File: config.mk
export PLATFORM = sky130hd
export DESIGN_NAME = fpu8_issue_ctrl
export DESIGN_NICKNAME = d
export VERILOG_FILES = /design/src/rtl/fpu8_issue_ctrl.sv
export SDC_FILE = /design/constraint.sdc
export NUM_CORES = 1
export LEC_CHECK = 0
export CAP_MARGIN = 20
export CORE_MARGIN = 1
export CORE_UTILIZATION = 40
export CTS_CLUSTER_SIZE = 10
export DETAILED_ROUTE_END_ITERATION = 8
export HOLD_SLACK_MARGIN = 0.12
export PLACE_DENSITY = 0.71
export SYNTH_ARGS = -nofsm -noshare
export SYNTH_HDL_FRONTEND = slang
export SYNTH_SLANG_ARGS = --single-unit
export TNS_END_PERCENT = 20
File: constraint.sdc
create_clock -name clk_i -period 2.7 [get_ports clk_i]
set_clock_uncertainty 0.15 [all_clocks]
set_input_delay 0.54 -clock clk_i [delete_from_list [all_inputs] [get_ports clk_i]]
set_output_delay 0.54 -clock clk_i [all_outputs]
set_load 0.05 [all_outputs]
File: src/rtl/fpu8_issue_ctrl.sv
// fpu8_issue_ctrl: issue stage in front of the FPU_8 exception checker and
// arithmetic unit. Requests are queued in a small FIFO. The head entry is held
// in working registers and shown to the exception checker. A flagged operation
// returns EXC_RESULT at once; any other operation launches the arithmetic unit.
// Only one operation is in flight at a time, so results come back in order.
// Optional feature macro: FPU8_ISSUE_TIMEOUT_EN aborts an EXEC phase that runs
// longer than TIMEOUT_CYCLES cycles.
module fpu8_issue_ctrl #(
  parameter int          FIFO_DEPTH     = 4,
  parameter logic [7:0]  EXC_RESULT     = 8'h7F,
  parameter int          TIMEOUT_CYCLES = 15
) (
  input  logic                          clk_i,
  input  logic                          rst_n_i,
  input  logic                          req_valid_i,
  output logic                          req_ready_o,
  input  logic [1:0]                    req_op_i,
  input  logic [7:0]                    req_a_i,
  input  logic [7:0]                    req_b_i,
  output logic [1:0]                    exc_fp_operation_o,
  output logic [7:0]                    exc_op_a_o,
  output logic [7:0]                    exc_op_b_o,
  input  logic                          exc_is_exception_i,
  output logic                          arith_start_o,
  output logic [1:0]                    arith_op_o,
  output logic [7:0]                    arith_a_o,
  output logic [7:0]                    arith_b_o,
  input  logic                          arith_done_i,
  input  logic [7:0]                    arith_result_i,
  output logic                          res_valid_o,
  input  logic                          res_ready_i,
  output logic [7:0]                    res_data_o,
  output logic                          res_exc_o,
  output logic                          res_timeout_o,
  output logic                          busy_o,
  output logic [$clog2(FIFO_DEPTH):0]   fifo_level_o
);

  localparam int AW = $clog2(FIFO_DEPTH);

  if ((FIFO_DEPTH < 2) || ((FIFO_DEPTH & (FIFO_DEPTH - 1)) != 0) || (TIMEOUT_CYCLES < 1)) begin : g_bad_cfg
    $error("fpu8_issue_ctrl: FIFO_DEPTH must be a power of 2 >= 2 and TIMEOUT_CYCLES >= 1");
  end

  typedef enum logic [1:0] {
    S_IDLE  = 2'd0,
    S_CHECK = 2'd1,
    S_EXEC  = 2'd2,
    S_RESP  = 2'd3
  } state_e;

  state_e state_q, state_d;

  // FIFO storage and pointers (one extra pointer bit separates full from empty)
  logic [17:0] fifo_mem_q [FIFO_DEPTH];
  logic [AW:0] wr_ptr_q, rd_ptr_q;
  logic [AW:0] level_s;
  logic        full_s, empty_s, push_s, pop_s;
  logic [17:0] head_s;

  // Working registers and result registers
  logic [1:0] work_op_q, work_op_d;
  logic [7:0] work_a_q, work_a_d, work_b_q, work_b_d;
  logic       start_q, start_d;
  logic [7:0] res_data_q, res_data_d;
  logic       res_exc_q, res_exc_d;
  logic       res_tmo_q, res_tmo_d;
  logic       tmo_hit_s;

  assign level_s = wr_ptr_q - rd_ptr_q;
  assign full_s  = (level_s == (AW+1)'(FIFO_DEPTH));
  assign empty_s = (level_s == '0);
  assign push_s  = req_valid_i && !full_s;
  assign pop_s   = (state_q == S_IDLE) && !empty_s;
  assign head_s  = fifo_mem_q[rd_ptr_q[AW-1:0]];

  // FIFO storage write; contents are don't-care while pointers mark them empty
  always_ff @(posedge clk_i) begin
    if (push_s) begin
      fifo_mem_q[wr_ptr_q[AW-1:0]] <= {req_op_i, req_a_i, req_b_i};
    end
  end

  // FIFO pointer update
  always_ff @(posedge clk_i or negedge rst_n_i) begin
    if (!rst_n_i) begin
      wr_ptr_q <= '0;
      rd_ptr_q <= '0;
    end else begin
      if (push_s) wr_ptr_q <= wr_ptr_q + (AW+1)'(1);
      if (pop_s)  rd_ptr_q <= rd_ptr_q + (AW+1)'(1);
    end
  end

`ifdef FPU8_ISSUE_TIMEOUT_EN
  localparam int TW = $clog2(TIMEOUT_CYCLES + 1);
  logic [TW-1:0] tmo_cnt_q;

  // EXEC cycle counter; stays zero outside EXEC, so it is clear on every entry
  always_ff @(posedge clk_i or negedge rst_n_i) begin
    if (!rst_n_i) begin
      tmo_cnt_q <= '0;
    end else if (state_q != S_EXEC) begin
      tmo_cnt_q <= '0;
    end else begin
      tmo_cnt_q <= tmo_cnt_q + TW'(1);
    end
  end

  // Last permitted EXEC cycle; a DONE arriving in this same cycle still wins
  assign tmo_hit_s = (state_q == S_EXEC) && (tmo_cnt_q == TW'(TIMEOUT_CYCLES - 1));
`else
  assign tmo_hit_s = 1'b0;
`endif

  // State register
  always_ff @(posedge clk_i or negedge rst_n_i) begin
    if (!rst_n_i) state_q <= S_IDLE;
    else          state_q <= state_d;
  end

  // Next-state logic
  always_comb begin
    state_d = state_q;
    case (state_q)
      S_IDLE:  if (!empty_s) state_d = S_CHECK;
      S_CHECK: state_d = exc_is_exception_i ? S_RESP : S_EXEC;
      S_EXEC:  if (arith_done_i || tmo_hit_s) state_d = S_RESP;
      S_RESP:  if (res_ready_i) state_d = S_IDLE;
      default: state_d = S_IDLE;
    endcase
  end

  // Output logic: next values for the working, launch and result registers
  always_comb begin
    work_op_d  = work_op_q;
    work_a_d   = work_a_q;
    work_b_d   = work_b_q;
    start_d    = 1'b0;
    res_data_d = res_data_q;
    res_exc_d  = res_exc_q;
    res_tmo_d  = res_tmo_q;
    case (state_q)
      S_IDLE: begin
        if (pop_s) begin
          {work_op_d, work_a_d, work_b_d} = head_s;
        end
      end
      S_CHECK: begin
        if (exc_is_exception_i) begin
          res_data_d = EXC_RESULT;
          res_exc_d  = 1'b1;
          res_tmo_d  = 1'b0;
        end else begin
          start_d = 1'b1;
        end
      end
      S_EXEC: begin
        if (arith_done_i) begin
          res_data_d = arith_result_i;
          res_exc_d  = 1'b0;
          res_tmo_d  = 1'b0;
        end else if (tmo_hit_s) begin
          res_data_d = EXC_RESULT;
          res_exc_d  = 1'b1;
          res_tmo_d  = 1'b1;
        end
      end
      default: begin
      end
    endcase
  end

  // Datapath registers
  always_ff @(posedge clk_i or negedge rst_n_i) begin
    if (!rst_n_i) begin
      work_op_q  <= 2'd0;
      work_a_q   <= 8'd0;
      work_b_q   <= 8'd0;
      start_q    <= 1'b0;
      res_data_q <= 8'd0;
      res_exc_q  <= 1'b0;
      res_tmo_q  <= 1'b0;
    end else begin
      work_op_q  <= work_op_d;
      work_a_q   <= work_a_d;
      work_b_q   <= work_b_d;
      start_q    <= start_d;
      res_data_q <= res_data_d;
      res_exc_q  <= res_exc_d;
      res_tmo_q  <= res_tmo_d;
    end
  end

  assign req_ready_o        = !full_s;
  assign fifo_level_o       = level_s;
  assign exc_fp_operation_o = work_op_q;
  assign exc_op_a_o         = work_a_q;
  assign exc_op_b_o         = work_b_q;
  assign arith_op_o         = work_op_q;
  assign arith_a_o          = work_a_q;
  assign arith_b_o          = work_b_q;
  assign arith_start_o      = start_q;
  assign res_valid_o        = (state_q == S_RESP);
  assign res_data_o         = res_data_q;
  assign res_exc_o          = res_exc_q;
  assign res_timeout_o      = res_tmo_q;
  assign busy_o             = (state_q != S_IDLE);

endmodule
==> metrics.txt, run 1 <==
# TYPE chip_impl_metric gauge
chip_impl_metric{name="timing.critical_path.arrival",unit="ns"} 1.93
chip_impl_info{name="endpoint_kind",value="output port"} 1
chip_impl_metric{name="ant_nets",unit=""} 0
chip_impl_metric{name="num_io_pins",unit=""} 85
chip_impl_metric{name="wirelength_routed",unit="mm"} 7.91
chip_impl_metric{name="grt_start_max_net_pins",unit=""} 37
chip_impl_info{name="layout.cells.most_common_list",value="77 x clkdlybuf4s50_1, 72 x edfxtp_1, 36 x dfrtp_1"} 1
chip_impl_metric{name="hpwl_after_detailed_placement",unit="mm"} 5.06
chip_impl_info{name="run_status",value="complete, no violations"} 1
chip_impl_metric{name="timing_max_transition_violations_final",unit=""} 0
chip_impl_metric{name="min_period_over_period",unit=""} 0.971
chip_impl_metric{name="relSlewSlack",unit=""} 0.439
chip_impl_metric{name="cap_viol_max_count",unit=""} 0
chip_impl_metric{name="cts_sinks",unit=""} 108
chip_impl_metric{name="detail_route.drc_violations",unit=""} 0
chip_impl_metric{name="initial_core_utilization",unit=""} 0.413
chip_impl_metric{name="die_width",unit="um"} 108
chip_impl_metric{name="place.gp.congestion",unit=""} 0.763
chip_impl_metric{name="floorplan.die.height",unit="um"} 108
chip_impl_metric{name="route.vias.total",unit=""} 2301
chip_impl_metric{name="crit_fanout",unit=""} 4
chip_impl_info{name="synth.top_cells.by_area",value="edfxtp_1 48%, dfrtp_1 20%, mux4_2 9.0%"} 1
chip_impl_metric{name="diodes",unit=""} 0
chip_impl_metric{name="post_synth_instance_area",unit="mm^2"} 0.00451
chip_impl_metric{name="cts.htree.levels",unit=""} 3
chip_impl_metric{name="synth-warning-count",unit=""} 0
chip_impl_info{name="tritoncts",value="built"} 1
chip_impl_metric{name="syn_area_per_cell",unit="um^2"} 18.6
chip_impl_metric{name="cts_inserted_buffers",unit=""} 9
chip_impl_metric{name="mapped_nets",unit=""} 285
chip_impl_metric{name="finalNetCount",unit=""} 367
chip_impl_metric{name="antenna_found_initial",unit=""} 0
chip_impl_info{name="hold_path.class",value="in -> async"} 1
chip_impl_metric{name="timing_hold_violations_final",unit=""} 0
chip_impl_info{name="cts_root_buffer",value="clkbuf_16"} 1
chip_impl_info{name="setup.worst_path.class",value="reg -> out"} 1
chip_impl_metric{name="clk_pin_slew",unit="ns"} 0.07
chip_impl_metric{name="synth_seq_area_share",unit=""} 0.679
chip_impl_metric{name="worst_slew_pin_slew",unit="ns"} 0.842
chip_impl_metric{name="grt_pass1_wl",unit="mm"} 12.5
chip_impl_info{name="most_frequent_standard_cell_in_the_layout_excluding_fill_and_tap_cells",value="clkdlybuf4s50_1"} 1
chip_impl_metric{name="fmaxAchievable",unit="MHz"} 382
chip_impl_metric{name="detailedRoute.firstIterationViolations",unit=""} 77
chip_impl_metric{name="numPortBuffers",unit=""} 83
chip_impl_metric{name="die_area",unit="mm^2"} 0.0117
chip_impl_metric{name="synth.lib_cells_used.distinct",unit=""} 32
chip_impl_metric{name="final_period_minus_worst_setup_slack",unit="ns"} 2.62
chip_impl_metric{name="drt-pass1-iter-count",unit=""} 4
chip_impl_metric{name="required",unit="ns"} 2.01
chip_impl_metric{name="worstSkewPairLatency",unit="ns"} 0.34
chip_impl_metric{name="yosys_register_bits",unit=""} 108
chip_impl_info{name="synth_top_area_cell",value="edfxtp_1"} 1
chip_impl_metric{name="syn2layout_area_growth",unit="%"} 29.3
chip_impl_metric{name="setup_viol_count_final",unit=""} 0
chip_impl_metric{name="via_count_of_the_first_global_routing_pass",unit=""} 2460
chip_impl_metric{name="synth_cells",unit=""} 242
chip_impl_metric{name="grt_remaining_overflow",unit=""} 0
chip_impl_metric{name="ratio_of_cells_with_drive_above_1_in_the_final_layout",unit=""} 0.274
chip_impl_metric{name="grt_util_all_layers",unit=""} 0.148
chip_impl_metric{name="clk_path_buf_depth",unit=""} 2
chip_impl_metric{name="yosysTopAreaCellShare",unit=""} 0.479
chip_impl_metric{name="coreArea",unit="mm^2"} 0.0109
chip_impl_metric{name="avgViaCountPerCell",unit=""} 4.91
chip_impl_metric{name="reg2regPathDepth",unit=""} 9
chip_impl_metric{name="fp-row-count",unit=""} 38
chip_impl_info{name="cp-start-kind",value="flip-flop"} 1
chip_impl_metric{name="post_route_utilization",unit=""} 0.534
chip_impl_metric{name="avgRoutedWirePerCell",unit="um"} 16.9
-- stage by stage --
stage | hold slack (ns) | worst slack [ns] | area, um^2 | TNS, ns | std cells
2_1_floorplan | 0.0944 | 0.0314 | 4520 | 0 | 242
3_3_place_gp | 0.341 | 0.258 | 5490 | 0 | 447
3_5_place_dp | 0.344 | 0.190 | 5490 | 0 | 447
4_1_cts | 0.183 | 0.0207 | 5810 | 0 | 467
5_1_grt | 0.231 | -0.0171 | 5840 | -0.0213 | 469
6_report | 0.153 | 0.0793 | 5840 | 0 | 469
-- path summary, 6_finish.rpt --
check,start,to,slack [ns]
hold / removal,rst_n_i,state_q[0]$_DFFE_PN0P_,0.15
hold reg to reg,res_data_o[4]$_DFFE_PN0P_,res_data_o[4]$_DFFE_PN0P_,0.35
setup / recovery,wr_ptr_q[0]$_DFFE_PN0P_,req_ready_o,0.08
max in group asynchronous,rst_n_i,arith_a_o[0]$_DFFE_PN0P_,1.72
setup reg to reg,wr_ptr_q[0]$_DFFE_PN0P_,arith_a_o[0]$_DFFE_PN0P_,0.25
min in group clk_i,res_data_o[4]$_DFFE_PN0P_,res_data_o[4]$_DFFE_PN0P_,0.35
-- metal layers --
metal	part of all wire	wire, um	GRT usage
met1	0.41	3260	0.173
met2	0.51	4030	0.258
met3	0.052	414	0.0368
met4	0.025	197	0.0675
met5	0	0	0
-- kinds of logic after synthesis --
family / share of synthesized area
DFF: 0.679
muxes: 0.180
buffers and inverters: 0.0524
and+or+nand+nor: 0.0291
adders and majority gates: 0.0322
AOI/OAI and AO/OA: 0.0141
xor gates and xnor gates: 0.0128
other: 0.000831
-- synthesized netlist by cell type, drive strengths merged --
cell type	n
a211o	1
a22oi	1
a41o	1
and2	1
and3	3
buf	25
clkbuf	2
conb	1
dfrtp	36
edfxtp	72
fa	1
ha	10
inv	11
mux2	28
mux2i	2
mux4	18
nand2	5
nand2b	9
nor2	2
nor2b	1
nor3	2
nor3b	1
o211ai	1
o21ai	2
o311ai	1
xnor2	4
xnor3	1
-- what timing repair did --
action                                 CTS  global route
setup endpoints to repair                2             2
pin swaps                                0             1
setup buffers                            4             2
gates resized for setup                  0             3
hold buffers                             0             0
endpoints found under the hold margin    0             0
-- critical path, cell delays in order (launching register included) --
cell and delay, ns:
dfrtp_1 0.35, inv_1 0.08, ha_2 0.20, fa_2 0.36, xnor3_1 0.22, inv_2 0.12
nand2_2 0.10, buf_12 0.16
-- cell type report --
| class | instances | area [um^2] |
|---|---|---|
| well taps | 140 | 175 |
| fillers | 870 | 5100 |
| clock buffers | 13 | 262 |
| inverters | 11 | 41.3 |
| multi-input cells | 96 | 1230 |
| clock inverters | 3 | 21.3 |
| flip-flops and latches | 108 | 3060 |
| repair buffers | 98 | 1040 |
-- flip-flops by register name, indices dropped and copies added (netlist names) --
name	flops
arith_b_o	8
arith_a_o	8
state_q	2
res_data_o	8
res_exc_o	1
fifo_mem_q	72
arith_start_o	1
rd_ptr_q	3
arith_op_o	2
wr_ptr_q	3
Power of run 1 is left out: the tool's default activity adds up to more than one toggle a clock period on the data nets, which glitch-free logic cannot reach.
==> inputs of run 2 (changes only) <==
Settings changed: CAP_MARGIN 20 to 0, MAX_ROUTING_LAYER set to met4.
==> run 2 against run 1 <==
Global-route usage rose by 0.47 points. Non-clock buffer count did not move. Wire length fell by 0.16%. Sequential cell count did not move. First-iteration DRC count fell by 7.8%. Critical path depth did not move. Fmax barely moved. Clock-buffer cell count did not move. Die area did not move. Critical endpoint unchanged. Highest routed layer unchanged.
==> metrics.txt, run 2 (same netlist as run 1, synthesis figures left out) <==
# TYPE chip_impl_metric gauge
chip_impl_metric{name="crit_fanout",unit=""} 4
chip_impl_metric{name="detailedRoute.firstIterationViolations",unit=""} 71
chip_impl_info{name="most_frequent_standard_cell_in_the_layout_excluding_fill_and_tap_cells",value="clkdlybuf4s50_1"} 1
chip_impl_metric{name="largest_reg_flops",unit=""} 72
chip_impl_metric{name="finalNetCount",unit=""} 367
chip_impl_metric{name="grt_start_max_net_pins",unit=""} 37
chip_impl_metric{name="final_period_minus_worst_setup_slack",unit="ns"} 2.62
chip_impl_metric{name="fmaxAchievable",unit="MHz"} 381
chip_impl_metric{name="diodes",unit=""} 0
chip_impl_metric{name="cts_hold_buffers",unit=""} 0
chip_impl_metric{name="fillerInstances",unit=""} 870
chip_impl_metric{name="timing_max_transition_violations_final",unit=""} 0
chip_impl_metric{name="route.vias.total",unit=""} 2291
chip_impl_metric{name="timing.critical_path.arrival",unit="ns"} 1.93
chip_impl_metric{name="initial_core_utilization",unit=""} 0.413
chip_impl_metric{name="drt-pass1-iter-count",unit=""} 4
chip_impl_metric{name="setup_viol_count_final",unit=""} 0
chip_impl_metric{name="worstSkewPairLatency",unit="ns"} 0.34
chip_impl_metric{name="min_period_over_period",unit=""} 0.971
chip_impl_metric{name="ratio_of_cells_with_drive_above_1_in_the_final_layout",unit=""} 0.274
chip_impl_metric{name="wirelength_routed",unit="mm"} 7.90
chip_impl_metric{name="num_io_pins",unit=""} 85
chip_impl_metric{name="detail_route.drc_violations",unit=""} 0
chip_impl_metric{name="clk_pin_slew",unit="ns"} 0.07
chip_impl_metric{name="fin_ws",unit="ns"} 0.0787
chip_impl_metric{name="hpwl_after_detailed_placement",unit="mm"} 5.06
chip_impl_metric{name="avgViaCountPerCell",unit=""} 4.88
chip_impl_metric{name="via_count_of_the_first_global_routing_pass",unit=""} 2457
chip_impl_metric{name="timing_hold_violations_final",unit=""} 0
chip_impl_metric{name="syn2layout_area_growth",unit="%"} 29.3
chip_impl_info{name="layout.cells.most_common_list",value="77 x clkdlybuf4s50_1, 72 x edfxtp_1, 36 x dfrtp_1"} 1
chip_impl_metric{name="cts_inserted_buffers",unit=""} 9
chip_impl_metric{name="cts.htree.levels",unit=""} 3
chip_impl_metric{name="cap_viol_max_count",unit=""} 0
chip_impl_metric{name="place.gp.congestion",unit=""} 0.773
chip_impl_info{name="cts_root_buffer",value="clkbuf_16"} 1
chip_impl_metric{name="worst_slew_pin_slew",unit="ns"} 0.835
chip_impl_metric{name="required",unit="ns"} 2.01
chip_impl_metric{name="fp-row-count",unit=""} 38
chip_impl_metric{name="cts_sinks",unit=""} 108
chip_impl_metric{name="grt_pass1_wl",unit="mm"} 12.5
chip_impl_metric{name="grt_util_all_layers",unit=""} 0.153
chip_impl_metric{name="relSlewSlack",unit=""} 0.443
chip_impl_metric{name="ant_nets",unit=""} 0
chip_impl_metric{name="post-place-ws",unit="ns"} 0.190
chip_impl_info{name="cp-start-kind",value="flip-flop"} 1
chip_impl_metric{name="die_width",unit="um"} 108
chip_impl_metric{name="coreArea",unit="mm^2"} 0.0109
chip_impl_metric{name="avgRoutedWirePerCell",unit="um"} 16.8
chip_impl_metric{name="numPortBuffers",unit=""} 83
chip_impl_info{name="run_status",value="complete, no violations"} 1
chip_impl_metric{name="die_area",unit="mm^2"} 0.0117
chip_impl_metric{name="floorplan.die.height",unit="um"} 108
chip_impl_metric{name="antenna_found_initial",unit=""} 0
chip_impl_metric{name="grt_remaining_overflow",unit=""} 0
chip_impl_info{name="setup.worst_path.class",value="reg -> out"} 1
chip_impl_info{name="tritoncts",value="built"} 1
chip_impl_info{name="endpoint_kind",value="output port"} 1
chip_impl_metric{name="clk_path_buf_depth",unit=""} 2
chip_impl_info{name="hold_path.class",value="in -> async"} 1
==> run 2: cell counts in the layout (fill, tap and decap cells not counted) <==
No cell type changed its count.
==> run 2: timing repair <==
item,4_1_cts,5_1_grt
gates cloned,0,0
buffers inserted,4,2
endpoints found under the hold margin,0,0
endpoints found under the setup margin,2,2
resized for setup,0,3
pin swaps,0,1
==> run 2: cell type report <==
type / instances / area, um^2 / share of cell area
multi-input combinational: 96 / 1230 / 0.212
clock buffer: 13 / 262 / 0.0448
clock inverter: 3 / 21.3 / 0.00364
timing repair buffer: 98 / 1040 / 0.178
sequential: 108 / 3060 / 0.525
tap: 140 / 175 / 0.0300
inverter: 11 / 41.3 / 0.00708
==> run 2: worst max-delay path, stage by stage, from the launching register on <==
cell and delay (ns):
dfrtp_1 0.35, inv_1 0.08, ha_2 0.20, fa_2 0.36
xnor3_1 0.22, inv_2 0.12, nand2_2 0.10, buf_12 0.16
==> run 2: routing by layer <==
| metal | vias up | track usage | share of wire |
|---|---|---|---|
| li1 | 1051 | - | - |
| met5 | - | - | 0 |
| met4 | 0 | 0.0675 | 0.026 |
| met1 | 1161 | 0.174 | 0.41 |
| met3 | 13 | 0.0356 | 0.046 |
| met2 | 66 | 0.258 | 0.51 |
==> run 2: metrics by stage <==
| stage | TNS, ns | instances | utilization | hold WS [ns] | area, um^2 |
|---|---|---|---|---|---|
| 6_report | 0 | 469 | 0.534 | 0.149 | 5840 |
| 5_1_grt | -0.0213 | 469 | 0.534 | 0.231 | 5840 |
| 4_1_cts | 0 | 467 | 0.532 | 0.183 | 5810 |
| 3_5_place_dp | 0 | 447 | 0.502 | 0.344 | 5490 |
| 3_3_place_gp | 0 | 447 | 0.502 | 0.341 | 5490 |
| 2_1_floorplan | 0 | 242 | - | 0.0944 | 4520 |
==> run 2: path summary, 6_finish.rpt <==
| kind | from | to | slack [ns] | cells after the start |
|---|---|---|---|---|
| max reg2reg | wr_ptr_q[0]$_DFFE_PN0P_ | arith_a_o[0]$_DFFE_PN0P_ | 0.25 | 9 |
| min reg2reg | res_data_o[4]$_DFFE_PN0P_ | res_data_o[4]$_DFFE_PN0P_ | 0.35 | 1 |
| min in group clk_i | res_data_o[4]$_DFFE_PN0P_ | res_data_o[4]$_DFFE_PN0P_ | 0.35 | 1 |
| min | rst_n_i | state_q[0]$_DFFE_PN0P_ | 0.15 | 1 |
| max | wr_ptr_q[0]$_DFFE_PN0P_ | req_ready_o | 0.08 | 7 |
| max in group asynchronous | rst_n_i | arith_a_o[0]$_DFFE_PN0P_ | 1.72 | 1 |
Power of run 2 is left out for the same reason.
==> inputs of run 3 (changes only) <==
Settings changed: CORE_ASPECT_RATIO set to 0.7, MAX_ROUTING_LAYER met4 to unset.
==> run 3 against run 2 <==
Sequential share of layout area down 0.079 points. Worst setup slack better by 0.0075 ns. Die area about the same. Utilization down 0.28 points. Non-clock buffer count down 2.
==> metrics.txt, run 3 (same netlist as run 1, synthesis figures left out) <==
# TYPE chip_impl_metric gauge
chip_impl_info{name="hold_path.class",value="in -> async"} 1
chip_impl_metric{name="cts.htree.levels",unit=""} 3
chip_impl_metric{name="timing.critical_path.arrival",unit="ns"} 1.92
chip_impl_metric{name="place.gp.congestion",unit=""} 0.761
chip_impl_metric{name="setup_viol_count_final",unit=""} 0
chip_impl_info{name="setup.worst_path.class",value="reg -> out"} 1
chip_impl_metric{name="multi_input_area",unit="mm^2"} 0.00124
chip_impl_metric{name="required",unit="ns"} 2.01
chip_impl_metric{name="relSlewSlack",unit=""} 0.413
chip_impl_metric{name="cts_hold_buffers",unit=""} 0
chip_impl_metric{name="crit_fanout",unit=""} 4
chip_impl_metric{name="detail_route.drc_violations",unit=""} 0
chip_impl_metric{name="grt_pass1_wl",unit="mm"} 12.6
chip_impl_metric{name="met2_wirelength",unit="mm"} 3.81
chip_impl_metric{name="numPortBuffers",unit=""} 83
chip_impl_metric{name="clk_path_buf_depth",unit=""} 2
chip_impl_metric{name="fin_ws",unit="ns"} 0.0862
chip_impl_metric{name="wirelength_routed",unit="mm"} 8.02
chip_impl_metric{name="avgViaCountPerCell",unit=""} 4.75
chip_impl_metric{name="crit_path_max_incr_delay",unit="ns"} 0.37
chip_impl_metric{name="diodes",unit=""} 0
chip_impl_metric{name="layout.area.seq",unit="mm^2"} 0.00306
chip_impl_metric{name="clk_pin_slew",unit="ns"} 0.08
chip_impl_metric{name="num_io_pins",unit=""} 85
chip_impl_metric{name="finalNetCount",unit=""} 365
chip_impl_metric{name="placement.cell_area",unit="mm^2"} 0.00550
chip_impl_metric{name="die_area",unit="mm^2"} 0.0117
chip_impl_metric{name="cts_sinks",unit=""} 108
chip_impl_metric{name="fillerInstances",unit=""} 891
chip_impl_info{name="layout.cells.most_common_list",value="77 x clkdlybuf4s50_1, 72 x edfxtp_1, 36 x dfrtp_1"} 1
chip_impl_metric{name="floorplan.die.height",unit="um"} 90.9
chip_impl_metric{name="syn2layout_area_growth",unit="%"} 29.5
chip_impl_info{name="endpoint_kind",value="output port"} 1
chip_impl_metric{name="ratio_of_cells_with_drive_above_1_in_the_final_layout",unit=""} 0.278
chip_impl_metric{name="worst_slew_pin_slew",unit="ns"} 0.880
chip_impl_metric{name="drt-pass1-iter-count",unit=""} 4
chip_impl_info{name="most_frequent_standard_cell_in_the_layout_excluding_fill_and_tap_cells",value="clkdlybuf4s50_1"} 1
chip_impl_info{name="cts_root_buffer",value="clkbuf_16"} 1
chip_impl_metric{name="detailedRoute.firstIterationViolations",unit=""} 96
chip_impl_metric{name="grt_remaining_overflow",unit=""} 0
chip_impl_metric{name="grt_start_max_net_pins",unit=""} 37
chip_impl_metric{name="cap_viol_max_count",unit=""} 0
chip_impl_metric{name="route.vias.total",unit=""} 2279
chip_impl_metric{name="post_route_utilization",unit=""} 0.531
chip_impl_metric{name="fp-row-count",unit=""} 32
chip_impl_metric{name="setup-tns-final",unit="ns"} 0
chip_impl_metric{name="grt_util_all_layers",unit=""} 0.149
chip_impl_metric{name="via_count_of_the_first_global_routing_pass",unit=""} 2344
chip_impl_metric{name="antenna_found_initial",unit=""} 0
chip_impl_info{name="highest_layer",value="met4"} 1
chip_impl_metric{name="ant_nets",unit=""} 0
chip_impl_metric{name="cts_inserted_buffers",unit=""} 9
chip_impl_metric{name="dr_wl_met3",unit="um"} 482
chip_impl_metric{name="fmaxAchievable",unit="MHz"} 383
chip_impl_metric{name="postLayoutCellArea",unit="mm^2"} 0.00584
chip_impl_metric{name="worstSkewPairLatency",unit="ns"} 0.34
chip_impl_metric{name="final_period_minus_worst_setup_slack",unit="ns"} 2.61
chip_impl_metric{name="die_width",unit="um"} 129
chip_impl_metric{name="hpwl_after_detailed_placement",unit="mm"} 5.18
chip_impl_metric{name="post-place-ws",unit="ns"} 0.185
chip_impl_metric{name="largest_reg_flops",unit=""} 72
chip_impl_metric{name="timing_max_transition_violations_final",unit=""} 0
chip_impl_metric{name="coreArea",unit="mm^2"} 0.0110
chip_impl_info{name="tritoncts",value="built"} 1
chip_impl_metric{name="wirelength_met1",unit="mm"} 3.67
chip_impl_info{name="critPathSlowestCell",value="fa_2"} 1
chip_impl_metric{name="timing_hold_violations_final",unit=""} 0
chip_impl_metric{name="avgRoutedWirePerCell",unit="um"} 16.7
chip_impl_info{name="cp-start-kind",value="flip-flop"} 1
chip_impl_info{name="critical_path.cell_chain",value="inv_1, ha_2, fa_2, xnor3_1, inv_2, nand2_4, buf_12"} 1
chip_impl_info{name="run_status",value="complete, no violations"} 1
chip_impl_metric{name="min_period_over_period",unit=""} 0.968
chip_impl_metric{name="initial_core_utilization",unit=""} 0.410
-- run 3: cell count changes in the layout (fill, tap and decap cells not counted), sizes merged --
| cell | previous run | this run |
|---|---|---|
| buf | 21 | 19 |
| clkbuf | 13 | 11 |
| clkinv | 1 | 3 |
-- run 3: worst paths after layout --
check	cells after the start	startpoint	end	slack [ns]
max	7	wr_ptr_q[0]$_DFFE_PN0P_	req_ready_o	0.09
min	1	rst_n_i	res_data_o[6]$_DFFE_PN0P_	0.15
max reg2reg	10	wr_ptr_q[0]$_DFFE_PN0P_	arith_a_o[6]$_DFFE_PN0P_	0.10
min reg2reg	1	res_data_o[0]$_DFFE_PN0P_	res_data_o[0]$_DFFE_PN0P_	0.36
max in group asynchronous	1	rst_n_i	arith_a_o[7]$_DFFE_PN0P_	1.69
min in group clk_i	1	res_data_o[0]$_DFFE_PN0P_	res_data_o[0]$_DFFE_PN0P_	0.36
-- run 3: final cells by class --
type                    count  share of cell area
multi-input cells          96               0.212
well taps                 153              0.0328
repair buffers             96               0.173
inverters                  11             0.00706
clock buffers              11              0.0432
clock inverters             5             0.00771
flip-flops and latches    108               0.524
-- run 3: critical path, delay by kind of cell, from the launching register on --
family,cells,cell delay [ns]
adder cells (fa/ha/maj),2,0.57
XOR/XNOR,1,0.23
AND/OR/NAND/NOR,1,0.08
buffers and inverters,3,0.36
flip-flops,1,0.34
-- run 3: what timing repair did --
| item | 4_1_cts | 5_1_grt |
|---|---|---|
| pin swaps | 0 | 1 |
| resized for setup | 0 | 4 |
| endpoints found under the setup margin | 2 | 2 |
| setup buffers | 2 | 3 |
-- run 3: layer usage --
layer / global-route usage / up-vias
li1: - / 1041
met2: 0.232 / 73
met4: 0.0324 / 0
met3: 0.0551 / 6
met1: 0.198 / 1159
met5: 0 / -
-- run 3: per-stage QoR --
stage / hold WS [ns] / instances
2_1_floorplan: 0.0944 / 242
3_3_place_gp: 0.339 / 459
3_5_place_dp: 0.349 / 459
4_1_cts: 0.177 / 477
5_1_grt: 0.211 / 480
6_report: 0.154 / 480
Power of run 3 is left out for the same reason.
